## src/rtl/adder_seq_ctrl.sv

```systemverilog
// adder_seq_ctrl: multi-word add sequencer for the shared 32-bit adder.
// Feeds one word pair per cycle, LSW first, chaining the carry between words.
// Optional feature macro: ADD_SEQ_SUB_EN adds the `sub` port (A - B mode).
// The SETTLE state sits between the last RUN word and DONE so that `done`
// lands WORDS+1 cycles after start, with carry_out/overflow already valid.
module adder_seq_ctrl #(
  parameter int WORDS = 4
) (
  input  logic        clk,
  input  logic        resetn,
  input  logic        start,
  input  logic        cfg_cin,
  input  logic        wr_en,
  input  logic        wr_sel,
  input  logic [2:0]  wr_addr,
  input  logic [31:0] wr_data,
  input  logic [2:0]  rd_addr,
  output logic [31:0] rd_data,
  output logic        busy,
  output logic        done,
  output logic        carry_out,
  output logic        overflow,
`ifdef ADD_SEQ_SUB_EN
  input  logic        sub,
`endif
  output logic [31:0] adder_op1,
  output logic [31:0] adder_op2,
  output logic        adder_cin,
  input  logic [31:0] adder_result,
  input  logic        adder_cout
);

  typedef enum logic [1:0] {IDLE, RUN, SETTLE, DONE} state_t;

  localparam logic [2:0] LAST = 3'(WORDS - 1);

  // Storage is sized for the largest legal WORDS; entries past WORDS stay 0.
  logic [31:0] a_q [0:7];
  logic [31:0] b_q [0:7];
  logic [31:0] r_q [0:7];

  state_t     state_q, state_d;
  logic [2:0] idx_q;
  logic       cin0_q;
  logic       sub_q;
  logic       carry_q;
  logic       carryOut_q;
  logic       overflow_q;
  logic       wrOk;
  logic       subReq;
  logic       signA, signB, signR;

`ifdef ADD_SEQ_SUB_EN
  assign subReq = sub;
`else
  assign subReq = 1'b0;
`endif

  assign wrOk = wr_en && (state_q == IDLE) && (32'(wr_addr) < WORDS);

  assign signA = a_q[LAST][31];
  assign signB = sub_q ^ b_q[LAST][31];
  assign signR = r_q[LAST][31];

  assign busy      = (state_q != IDLE);
  assign done      = (state_q == DONE);
  assign carry_out = carryOut_q;
  assign overflow  = overflow_q;
  assign rd_data   = (32'(rd_addr) < WORDS) ? r_q[rd_addr] : 32'd0;

  // State register.
  always_ff @(posedge clk) begin
    if (!resetn) begin
      state_q <= IDLE;
    end else begin
      state_q <= state_d;
    end
  end

  // Next-state logic and adder drive; adder inputs are held at 0 outside RUN.
  always_comb begin
    state_d   = state_q;
    adder_op1 = 32'd0;
    adder_op2 = 32'd0;
    adder_cin = 1'b0;
    case (state_q)
      IDLE: begin
        if (start) begin
          state_d = RUN;
        end
      end
      RUN: begin
        adder_op1 = a_q[idx_q];
        adder_op2 = sub_q ? ~b_q[idx_q] : b_q[idx_q];
        adder_cin = (idx_q == 3'd0) ? cin0_q : carry_q;
        if (idx_q == LAST) begin
          state_d = SETTLE;
        end
      end
      SETTLE:  state_d = DONE;
      DONE:    state_d = IDLE;
      default: state_d = IDLE;
    endcase
  end

  // Operand writes, per-word result capture and final flag latching.
  always_ff @(posedge clk) begin
    if (!resetn) begin
      for (int i = 0; i < 8; i++) begin
        a_q[i] <= 32'd0;
        b_q[i] <= 32'd0;
        r_q[i] <= 32'd0;
      end
      idx_q      <= 3'd0;
      cin0_q     <= 1'b0;
      sub_q      <= 1'b0;
      carry_q    <= 1'b0;
      carryOut_q <= 1'b0;
      overflow_q <= 1'b0;
    end else begin
      if (wrOk) begin
        if (wr_sel) begin
          b_q[wr_addr] <= wr_data;
        end else begin
          a_q[wr_addr] <= wr_data;
        end
      end
      case (state_q)
        IDLE: begin
          if (start) begin
            idx_q  <= 3'd0;
            cin0_q <= subReq ? 1'b1 : cfg_cin;
            sub_q  <= subReq;
          end
        end
        RUN: begin
          r_q[idx_q] <= adder_result;
          carry_q    <= adder_cout;
          if (idx_q != LAST) begin
            idx_q <= idx_q + 3'd1;
          end
        end
        SETTLE: begin
          carryOut_q <= carry_q;
          overflow_q <= (signA == signB) && (signR != signA);
        end
        default: ;
      endcase
    end
  end

endmodule

```

## config.mk

```make
export PLATFORM = sky130hd
export DESIGN_NAME = adder_seq_ctrl
export DESIGN_NICKNAME = d
export VERILOG_FILES = /design/src/rtl/adder_seq_ctrl.sv
export SDC_FILE = /design/constraint.sdc
export NUM_CORES = 1
export LEC_CHECK = 0
export CAP_MARGIN = 20
export CORE_ASPECT_RATIO = 1.75
export CORE_MARGIN = 2
export CORE_UTILIZATION = 45
export DETAILED_ROUTE_END_ITERATION = 6
export REMOVE_ABC_BUFFERS = 1
export SKIP_CTS_REPAIR_TIMING = 1
export SYNTH_ARGS = -nofsm -noshare
export SYNTH_HDL_FRONTEND = slang
export SYNTH_SLANG_ARGS = --single-unit
export TNS_END_PERCENT = 1
```

## constraint.sdc

```tcl
create_clock -name clk -period 7.57 [get_ports clk]
set_clock_uncertainty 0.1 [all_clocks]
set_input_delay 1.514 -clock clk [delete_from_list [all_inputs] [get_ports clk]]
set_output_delay 1.514 -clock clk [all_outputs]
set_load 0.1 [all_outputs]
```

==> results.json <==
{
  "outcome": "complete, no violations",
  "tightest_slew_ns": 1.10,
  "antenna_found_initial": 0,
  "clock_path_buffers": 3,
  "synthFlopType": "edfxtp_1",
  "max_slew_margin": 0.262,
  "coreArea_um2": 61300,
  "regArea_um2": 19500,
  "holdCritStartpoint": "cin0_q$_SDFFE_PN0P_",
  "synth.ff_latch_count": 652,
  "std_cell_rows": 120,
  "synth_area_per_cell_um2": 15.8,
  "period_share": 0.780,
  "drive_gt1_frac": 0.165,
  "grt_max_degree": 67,
  "area_growth_pct": 19.3,
  "hold_depth": 2,
  "nets": 2259,
  "cts.clk_slew.worst_paths_ns": 0.07,
  "reg2reg_slack_ns": 3.83,
  "final_cell_mix": "edfxtp_1 (640), nor2_1 (262), conb_1 (256), clkdlybuf4s50_1 (175), mux4_2 (96)",
  "synth_warnings": 0,
  "timing.fmax_ghz": 0.169,
  "dr_total_vias": 15900,
  "die_w_um": 192,
  "dieHeight_um": 333,
  "cap_viol_max_count": 0,
  "root_buffer": "clkbuf_16",
  "final_max_slew_viol_count": 0,
  "reg2reg_depth": 6,
  "numCtsBuffers": 57,
  "synthCells": 1760,
  "dieArea_um2": 63900,
  "overflow": 0,
  "grt_use_total": 0.224,
  "grt_pass1_vias": 17000,
  "criticalPathCategory": "register to output pin",
  "hpwl_mm": 41.6,
  "hold_class": "register to register",
  "ant_nets": 0,
  "async_flop_share": 0,
  "first_pass_iters": 5,
  "setup_viol": 0,
  "wl_per_cell_um": 23.4,
  "dp_slack_ns": 1.79,
  "cp.arrival_ns": 4.29,
  "final_cells": 3014,
  "ys_seq_area_frac": 0.699,
  "multi_input_area_um2": 8510,
  "final_common_cell": "edfxtp_1",
  "via_per_inst": 5.27,
  "drc_errors": 0,
  "finalCriticalPeriod_ns": 5.91,
  "start_util": 0.454,
  "portBuffers": 177,
  "grt_pass1_wl_mm": 105,
  "netlist_area_um2": 27800,
  "wirelength_mm": 70.6,
  "place_congestion": 0.747,
  "required_ns": 5.96,
  "rr_startpoint": "state_q[0]$_SDFFE_PN0P_",
  "htree_levels": 2,
  "synth_edf_count": 640,
  "crit-reg2reg-capture": "b_q[0][7]$_SDFFCE_PN0P_",
  "insertion_delay_ns": 0.63,
  "pwr_density_cell_nw_per_um2": 264,
  "nFillCells": 5088,
  "cp_max_fo": 35,
  "tritoncts": "yes",
  "fin_util": 0.542,
  "drtIter0Drc": 1074,
  "min_to": "cin0_q$_SDFFE_PN0P_",
  "rsz0062_at_grt": "no",
  "cts.sinks": 652,
  "end_kind": "output pin",
  "power.leakage_nw": 11.6,
  "final_hold_viol_count": 0,
  "io-pin-count": 178,
  "setup_ws_ns": 1.66,
  "ir_drop_v": 0.000200,
  "dp_cells": 2907,
  "cp-start-kind": "register",
  "yosysUniqueCellTypes": 36,
  "n_antenna_cell": 0
}
==> sequential cells by signal, indices dropped and copies added, names as in the netlist, named ones only <==
signal / cells
a_q: 256
b_q: 256
carry_out: 1
carry_q: 1
cin0_q: 1
idx_q: 3
overflow: 1
r_q: 128
state_q: 2
==> routing by layer <==
metal / GRT usage / wire (µm) / vias up
li1: - / - / 7184
met1: 0.266 / 26800 / 8146
met2: 0.422 / 38500 / 461
met3: 0.0297 / 3710 / 93
met4: 0.0583 / 1620 / 0
met5: 0 / 0 / -
==> cells in the mapped netlist, types with 38 or more instances <==
| library cell | n | area, µm² |
|---|---|---|
| and2_1 | 65 | 407 |
| clkbuf_1 | 52 | 195 |
| nand2_1 | 73 | 274 |
| nor2b_1 | 38 | 238 |
| mux2i_1 | 68 | 681 |
| nor2_1 | 263 | 987 |
| edfxtp_1 | 640 | 19200 |
| o21ai_0 | 79 | 395 |
| a221oi_2 | 50 | 751 |
| mux2_2 | 64 | 721 |
| inv_1 | 77 | 289 |
| buf_2 | 47 | 235 |
| and3_1 | 64 | 400 |
| mux4_2 | 96 | 2160 |
==> how the worst max path moves through the flow <==
stage,from,to,cells after the start
2_1_floorplan,register,adder_op2[17],3
3_3_place_gp,rd_addr[0],rd_data[7],4
3_5_place_dp,rd_addr[0],rd_data[31],4
4_1_cts,register,adder_op2[24],5
5_1_grt,register,adder_op2[24],5
6_report,register,adder_op2[24],5
==> cell families after synthesis <==
family,count (synthesis),share of synthesized area
compound gates,150,0.0472
fa+ha+maj,7,0.00315
buf+inv,202,0.0348
flops,652,0.699
mux,228,0.128
other cells,1,0.000135
simple gates,520,0.0876
==> per-stage QoR <==
stage | hold WS (ns) | TNS, ns | power [mW] | instance area (µm²)
after floorplan | 0.336 | -110.93 | 5.47 | 28100
final | 0.363 | 0 | 8.77 | 33200
after CTS | 0.364 | 0 | 8.84 | 33200
after global routing | 0.387 | 0 | 9.06 | 33200
after global placement | 0.343 | 0 | 6.00 | 31400
after detailed placement | 0.355 | 0 | 6.02 | 31400
==> report_power, final <==
| part | switching [mW] | leakage, nW | total [mW] | internal (mW) |
|---|---|---|---|---|
| sequential | 0.0734 | 6.58 | 4.29 | 4.22 |
| clock | 1.31 | 0.855 | 2.84 | 1.52 |
| combinational | 1.24 | 4.22 | 1.65 | 0.408 |
| total | 2.63 | 11.6 | 8.77 | 6.15 |
==> area by class of cell <==
cell class,count,share of cell area
clock buffers,69,0.0443
inverters,78,0.00882
flip-flops and latches,652,0.586
repair buffers,225,0.0653
clock inverters,36,0.00897
well taps,793,0.0299
multi-input cells,1161,0.256
==> critical path, stage by stage (launching register included) <==
cell and delay, ns:
dfxtp_4 0.62, nand2b_2 0.87, buf_4 0.42, o21ai_0 0.16
a221oi_1 0.35, clkdlybuf4s50_1 1.21
Note: power is estimated with default switching activity, not from simulation.
